===== config.mk =====
export PLATFORM = sky130hd
export DESIGN_NAME = ps2_key_rx
export DESIGN_NICKNAME = d
export VERILOG_FILES = /design/src/rtl/ps2_key_rx.sv
export SDC_FILE = /design/constraint.sdc
export NUM_CORES = 1
export LEC_CHECK = 0
export CAP_MARGIN = 20
export CORE_AREA = 2 2 79 100
export DETAILED_ROUTE_END_ITERATION = 10
export DIE_AREA = 0 0 81 102
export PLACE_DENSITY = 0.55
export SYNTH_ARGS = -nofsm -noshare
export SYNTH_HDL_FRONTEND = slang
export SYNTH_SLANG_ARGS = --single-unit

===== constraint.sdc =====
create_clock -name clk -period 4 [get_ports clk]
set_input_delay 0.8 -clock clk [delete_from_list [all_inputs] [get_ports clk]]
set_output_delay 0.8 -clock clk [all_outputs]
set_load 0.02 [all_outputs]

===== src/rtl/ps2_key_rx.sv =====
// PS/2 keyboard receiver: synchronises and de-glitches the raw PS/2 lines, deserialises
// 11-bit frames, folds E0/F0 prefixes into flags and publishes a toggling 11-bit key event.
// Receive-only: the PS/2 lines are never driven.
module ps2_key_rx #(
   parameter int unsigned FILTER_LEN = 8,
   parameter int unsigned TIMEOUT    = 100000
) (
   input  logic        clk,
   input  logic        reset_n,
   input  logic        ps2_clk,
   input  logic        ps2_data,
   output logic [10:0] ps2_key,
   output logic        key_strobe,
   output logic        frame_err
);

   localparam int unsigned TW = $clog2(TIMEOUT + 1);

   typedef enum logic [1:0] {
      StIdle,
      StData,
      StParity,
      StStop
   } state_e;

   state_e        state_q;

   logic          clk_meta_q;
   logic          clk_sync_q;
   logic          data_meta_q;
   logic          data_sync_q;

   logic          filt_q;
   logic          filt_prev_q;
   logic [7:0]    fcnt_q;

   logic [TW-1:0] idle_cnt_q;
   logic          busy;
   logic          fall;
   logic          tmo;

   logic [7:0]    sr_q;
   logic          par_q;
   logic [2:0]    bitcnt_q;
   logic          ext_q;
   logic          brk_q;

   logic          frame_ok;

   // Two-flop synchronisers; lines idle high so they reset to 1.
   always_ff @(posedge clk or negedge reset_n) begin
      if (!reset_n) begin
         clk_meta_q  <= 1'b1;
         clk_sync_q  <= 1'b1;
         data_meta_q <= 1'b1;
         data_sync_q <= 1'b1;
      end else begin
         clk_meta_q  <= ps2_clk;
         clk_sync_q  <= clk_meta_q;
         data_meta_q <= ps2_data;
         data_sync_q <= data_meta_q;
      end
   end

   // Clock filter: level follows the synchronised clock only after FILTER_LEN
   // consecutive differing samples.
   always_ff @(posedge clk or negedge reset_n) begin
      if (!reset_n) begin
         filt_q      <= 1'b1;
         filt_prev_q <= 1'b1;
         fcnt_q      <= 8'd0;
      end else begin
         filt_prev_q <= filt_q;
         if (clk_sync_q == filt_q) begin
            fcnt_q <= 8'd0;
         end else if (fcnt_q == 8'(FILTER_LEN - 1)) begin
            filt_q <= clk_sync_q;
            fcnt_q <= 8'd0;
         end else begin
            fcnt_q <= fcnt_q + 8'd1;
         end
      end
   end

   // Edge and timeout qualifiers; a falling edge always beats a timeout.
   always_comb begin
      fall     = filt_prev_q & ~filt_q;
      busy     = (state_q != StIdle);
      tmo      = busy && !fall && (idle_cnt_q == TW'(TIMEOUT - 1));
      frame_ok = data_sync_q && (^{sr_q, par_q});
   end

   // Mid-frame idle counter, cleared by every falling edge and while idle.
   always_ff @(posedge clk or negedge reset_n) begin
      if (!reset_n) begin
         idle_cnt_q <= '0;
      end else if (!busy || fall) begin
         idle_cnt_q <= '0;
      end else if (idle_cnt_q != TW'(TIMEOUT - 1)) begin
         idle_cnt_q <= idle_cnt_q + TW'(1);
      end
   end

   // Frame FSM with registered outputs and prefix folding.
   always_ff @(posedge clk or negedge reset_n) begin
      if (!reset_n) begin
         state_q    <= StIdle;
         sr_q       <= 8'd0;
         par_q      <= 1'b0;
         bitcnt_q   <= 3'd0;
         ext_q      <= 1'b0;
         brk_q      <= 1'b0;
         ps2_key    <= 11'h000;
         key_strobe <= 1'b0;
         frame_err  <= 1'b0;
      end else begin
         key_strobe <= 1'b0;
         frame_err  <= 1'b0;
         if (tmo) begin
            frame_err <= 1'b1;
            ext_q     <= 1'b0;
            brk_q     <= 1'b0;
            state_q   <= StIdle;
         end else if (fall) begin
            unique case (state_q)
               StIdle: begin
                  if (!data_sync_q) begin
                     bitcnt_q <= 3'd0;
                     state_q  <= StData;
                  end else begin
                     frame_err <= 1'b1;
                  end
               end
               StData: begin
                  sr_q     <= {data_sync_q, sr_q[7:1]};
                  bitcnt_q <= bitcnt_q + 3'd1;
                  if (bitcnt_q == 3'd7) begin
                     state_q <= StParity;
                  end
               end
               StParity: begin
                  par_q   <= data_sync_q;
                  state_q <= StStop;
               end
               StStop: begin
                  state_q <= StIdle;
                  if (!frame_ok) begin
                     frame_err <= 1'b1;
                     ext_q     <= 1'b0;
                     brk_q     <= 1'b0;
                  end else if (sr_q == 8'hE0) begin
                     ext_q <= 1'b1;
                  end else if (sr_q == 8'hF0) begin
                     brk_q <= 1'b1;
                  end else begin
                     ps2_key    <= {~ps2_key[10], ~brk_q, ext_q, sr_q};
                     key_strobe <= 1'b1;
                     ext_q      <= 1'b0;
                     brk_q      <= 1'b0;
                  end
               end
            endcase
         end
      end
   end

endmodule


==> metrics.txt, run 1 <==
outcome finished, final reports clean; clk sink count 60; clock root buffer master clkbuf_8; largest net degree at the start of global routing 39; post-synth top area share 47.1%; ranking of synthesized cells by area dfrtp_1, dfstp_2, nor2_1; Die Height 102 um; number of diodes 0; RSZ-0062 raised after global routing false; Final Cycle Share 55.9%; Data arrival, critical path ~2.5 ns; DR pass1 iterations 4; TritonCTS Buffers 9; clock latency on the worst-skew pair 0.34 ns; final setup fails 0; register area share after synthesis 52.5%; Via Count 1843; final-report hold violation count 0; # fillers 703; clk_skew 0.00917 ns; Post-synth top flop dfrtp_1; Hold Buf Count CTS 0; hold crit path type flip-flop to flip-flop; Post-synth top cells dfrtp_1, nor2_1, nand2_1; vias in the first global route 1806; Power Dens Cells 532 mW/mm2; share of cells above drive strength 1 approximately 17%; VDD IR-drop max ~220 uV; CP Data Required Time 4.23 ns; die area ~0.0083 mm2; DR WL/cell about 13 um; Iter 0 DRT Violations 149; LEAKAGE around 1.6 nW; final wirelength ~5.0 mm; WP buf/inv 0; post-route ant nets 0; fmax 447 MHz; gr ovfl total 0; worst path cell trace xnor2_1, xnor3_2, xnor2_1, o2bb2ai_4, nor2_8, mux2_4; hold slack 0.351 ns; Crit Path Category flip-flop to flip-flop; Post-synth EDFFs 0; Final nets 293; Max Fanout on Critical Path 9; total global-route track usage approximately 14%; CTS tree yes; Synthesized Nets 269; Largest stage delay, worst path 0.52 ns; measured slew at the worst slew-check pin 0.848 ns; max cap viols 0; fraction of registers with async set/reset 100%; Reg clk slew, reported paths 0.07 ns; Clock Path Buffers 2; HPWL Detailed 3.51 mm; Area Overhead vs Synth 18.6%; crit path max-delay cell type xnor3_2; Most Frequent Cell on Critical Path xnor2_1; Yosys top cell by area dfrtp_1; first-pass GRT wire length 8.75 mm; setup bufs post-CTS 0; Buffers on Ports 16; most frequent cell after synthesis dfrtp_1; Worst setup SP type flip-flop; Post-Synthesis Cells 256; chip width about 80 um; H-tree depth 3; Distinct cells, synth 45; Initial Util around two fifths; Top Ports 17; Yosys warning total 0; Yosys reg bits 60; syn avg cell area 11.2 um2; core area 0.00727 mm2; cts repair resizes 0; CP top delay family XOR/XNOR gates; Period minus WS final 2.24 ns; final setup TNS 0 ns; cell area after synthesis 0.00287 mm2; Core Rows 35; drt via density 4.89; fin. max-slew vios 0; crit path capture type flip-flop; GPL Wtd Cong slightly above 0.8; DRC viols 0; Slew HR 43.5%; initial antenna violation count 0
-- logic make-up (layout without fill, tap and decap cells) --
kind of cell / Yosys count / after routing / share of synthesized area [%]
muxes: 18 / 18 / 7.76
AOI/OAI and AO/OA: 28 / 28 / 6.67
and+or+nand+nor: 99 / 99 / 18.0
adders and majority gates: 9 / 9 / 3.92
buffers and inverters: 14 / 43 / 1.83
DFF: 60 / 60 / 52.5
xor gates and xnor gates: 28 / 28 / 9.32
-- metrics by stage --
stage	area, um2	instances	util (%)	power [mW]	setup slack [ns]
after detailed placement	3130	361	43.1	1.09	1.74
after CTS	3400	377	46.8	1.84	1.74
final	3400	377	46.8	1.81	1.76
after floorplan	2870	256	-	1.01	1.90
after global placement	3130	361	43.1	1.08	1.80
after global routing	3400	377	46.8	1.92	1.61
-- flip-flops by register name (all words and copies together) (netlist names) --
name / count
sr_q: 8
frame_err: 1
brk_q: 1
state_q: 2
data_meta_q: 1
clk_meta_q: 1
idle_cnt_q: 17
ps2_key: 11
filt_q: 1
filt_prev_q: 1
clk_sync_q: 1
par_q: 1
data_sync_q: 1
ext_q: 1
key_strobe: 1
bitcnt_q: 3
fcnt_q: 8
-- area by class of cell --
type	count	area [um2]	area share, %
clock inverters	7	146	4.30
multi-input cells	182	1310	38.5
inverters	10	37.5	1.10
flip-flops and latches	60	1510	44.3
clock buffers	9	124	3.64
repair buffers	17	163	4.78
well taps	92	115	3.38
-- where the power goes --
group	internal, mW	switching, mW	total (mW)	leakage [nW]
combinational	0.139	0.205	0.345	0.611
clock	0.482	0.258	0.740	0.134
sequential	0.672	0.0540	0.726	0.810
total	1.29	0.517	1.81	1.56
-- worst paths after layout --
kind,startpoint,endpoint,slack (ns),cells after the start
worst max register to register,sr_q[2],ps2_key[5],1.76,6
max in group asynchronous,reset_n,clk_meta_q,2.56,2
worst min-delay path,clk_meta_q,clk_sync_q,0.35,0
worst max-delay path,sr_q[2],ps2_key[5],1.76,6
worst min register to register,clk_meta_q,clk_sync_q,0.35,0
min in group asynchronous,reset_n,idle_cnt_q[2],0.56,1
-- cells in the final DEF, fill, tap and decap left out, types with 7 or more instances in the layout --
cell type	instances
inv_1	10
mux2_2	10
xnor2_1	14
clkbuf_8	9
nand3_1	12
a21oi_1	7
clkdlybuf4s50_1	15
dfrtp_1	54
nor2_1	33
ha_1	9
nand2_1	16
o21ai_0	9
xor2_1	12
-- metal layers --
metal / vias up / wire length (um) / track usage, % / part of all wire, %
met1: 877 / 2450 / 19.2 / 49
met2: 26 / 2300 / 20.1 / 46
met3: 10 / 163 / 3.45 / 3.2
li1: 930 / - / - / -
met5: - / 0 / 0 / 0
met4: 0 / 125 / 7.43 / 2.5
(Power assumes the default switching activity.)
==> run 2: changes to the inputs <==
- clock period: 4 -> 2.1 ns (I/O delays scaled with it)
==> run 2 against run 1 <==
Net effect: global-route usage is 0.33 points higher; clock skew is 0.0045 ns higher; combinational power is 130% higher; sequential power is 90% higher; register-to-register slack worse by 1.7 ns; routed wire length is 4.5% higher; via count is 4.6% higher; power is 76% higher; fmax is 7.7% higher; largest cell class unchanged; largest power group is now sequential cells; highest routed layer unchanged.
==> metrics.txt, run 2 (synthesis gave the netlist of run 1 again) <==
number of standard cells in the final layout excluding fillers 390 (was 377); Final WS setup 0.0243 ns (was 1.76 ns); Buffers on Ports 16 (unchanged); fmax 482 MHz (was 447 MHz); DR WL/cell 13.5 um (was 13.4 um); GPL Wtd Cong 0.770 (was 0.813); Reg2Reg Setup Slack 0.02 ns (was 1.76 ns); clock share of power 31.3% (was 40.9%); initial antenna violation count 0 (unchanged); drt via density 4.94 (was 4.89); most common cell after layout, fill and taps aside dfrtp_1 (unchanged); sequential share of power 43.4% (was 40.1%); Clock Path Buffers 2 (unchanged); Slew HR 64.4% (was 43.5%); final wirelength 5.26 mm (was 5.03 mm); hold slack 0.0597 ns (was 0.351 ns); clock root buffer master clkbuf_8 (unchanged); CP top delay family XOR/XNOR gates (unchanged); Reg2Reg Depth 6 (unchanged); TritonCTS Buffers 9 (unchanged); Reg clk slew, reported paths 0.07 ns (about the same); max reg flops 17 (unchanged); Power Dens Cells 920 mW/mm2 (was 532 mW/mm2); Largest stage delay, worst path 0.54 ns (was 0.52 ns); Design Area, Final 0.00345 mm2 (was 0.00340 mm2); CTS tree yes (unchanged); gr ovfl total 0 (unchanged); largest net degree at the start of global routing 40 (was 39); final setup TNS 0 ns (unchanged); Top Ports 17 (unchanged); crit path capture type flip-flop (unchanged); most frequent cells in the layout dfrtp_1, nor2_1, nand2_1 (unchanged); multi-input logic area 0.00134 mm2 (was 0.00131 mm2); Hold Buf Count CTS 0 (unchanged); Data arrival, critical path 2.29 ns (was 2.47 ns); Initial Util 39.5% (unchanged); Die Height 102 um (unchanged); DR pass1 iterations 4 (unchanged); final-report hold violation count 0 (unchanged); Period minus WS final 2.08 ns (was 2.24 ns); share of cells above drive strength 1 20.5% (was 16.8%); placed cells 373 (was 361); CP Data Required Time 2.32 ns (was 4.23 ns); Final Cycle Share 98.8% (was 55.9%); max cap viols 0 (unchanged); NetSw 0.983 mW (was 0.517 mW); clk sink count 60 (unchanged); chip width 81 um (unchanged); total global-route track usage 14.2% (was 13.9%); Core Rows 35 (unchanged); switch share 30.9% (was 28.6%); number of diodes 0 (unchanged); die area 0.00826 mm2 (unchanged); RSZ-0062 raised after global routing true (was false); H-tree depth 3 (unchanged); hold crit path type primary input to asynchronous set/reset pin (was flip-flop to flip-flop); DRC viols 0 (unchanged); Stages on worst setup path 6 (unchanged); post-route ant nets 0 (unchanged); Placement Cell Area 0.00326 mm2 (was 0.00313 mm2); Crit Path Category flip-flop to flip-flop (unchanged); measured slew at the worst slew-check pin 0.534 ns (was 0.848 ns); final setup fails 0 (unchanged); WP buf/inv 0 (unchanged); core area 0.00727 mm2 (unchanged); most flop-heavy register idle_cnt_q (unchanged); # fillers 703 (unchanged); LEAKAGE 1.60 nW (was 1.56 nW); top flop regs idle_cnt_q (17), ps2_key (11) (unchanged); HPWL Detailed 3.72 mm (was 3.51 mm); register area 0.00151 mm2 (unchanged); post-layout util 47.5% (was 46.8%); Iter 0 DRT Violations 74 (was 149); fin. max-slew vios 0 (unchanged); outcome finished, final reports clean (unchanged); crit path max-delay cell type xnor3_2 (unchanged); clk_skew 0.0136 ns (was 0.00917 ns); VDD IR-drop max 428 uV (was 216 uV); worst path cell trace xnor2_1, xnor3_2, mux2i_1, o2bb2ai_4, nor2_8, mux2_4 (was xnor2_1, xnor3_2, xnor2_1, o2bb2ai_4, nor2_8, mux2_4); clock latency on the worst-skew pair 0.33 ns (was 0.34 ns); first-pass GRT wire length 8.93 mm (was 8.75 mm); Via Count 1927 (was 1843); total design power 3.18 mW (was 1.81 mW); Final nets 306 (was 293); Max Fanout on Critical Path 8 (was 9); vias in the first global route 1921 (was 1806); Comb pwr share 25.3% (was 19.0%); Area Overhead vs Synth 20.3% (was 18.6%); pre-CTS WS 0.00272 ns (was 1.74 ns); internal power 2.19 mW (was 1.29 mW); Worst setup SP type flip-flop (unchanged)
## run 2: cell count changes in the layout (fill, tap and decap cells not counted), sizes merged
cell,change
buf,+13
clkinvlp,+1
clkinv,+2
bufinv,-3
clkbuf,+2
inv,-2
## run 2: area by class of cell
type / instances / share of cell area (%)
flip-flops and latches: 60 / 43.7
multi-input cells: 182 / 38.7
repair buffers: 30 / 7.90
clock buffers: 11 / 3.80
well taps: 92 / 3.33
clock inverters: 5 / 1.52
inverters: 10 / 1.09
## run 2: what timing repair did
| item | in CTS | in global routing |
|---|---|---|
| buffers inserted | 1 | 0 |
| resized for setup | 0 | 1 |
| endpoints found under the setup margin | 6 | 6 |
## run 2: metal layers
| layer | up-vias | share of wire (%) | track usage [%] |
|---|---|---|---|
| met5 | - | 0 | 0 |
| met4 | 0 | 2.2 | 8.21 |
| met3 | 10 | 3.0 | 2.92 |
| met2 | 40 | 48 | 22.7 |
| met1 | 911 | 47 | 17.9 |
| li1 | 966 | - | - |
## run 2: final timing paths
check                                start          to
worst min-delay path               reset_n   fcnt_q[3]
min in group clk                clk_meta_q  clk_sync_q
worst max register to register     sr_q[2]  ps2_key[8]
worst min register to register  clk_meta_q  clk_sync_q
max in group asynchronous          reset_n     sr_q[0]
worst max-delay path               sr_q[2]  ps2_key[8]
## run 2: power groups by stage
stage | registers [mW] | logic [mW] | clock network (mW)
after global routing | 1.40 | 0.886 | 1.08
after global placement | 1.40 | 0.781 | 0
after CTS | 1.38 | 0.816 | 1.02
after floorplan | 1.38 | 0.580 | 0
final | 1.38 | 0.805 | 0.994
after detailed placement | 1.40 | 0.790 | 0
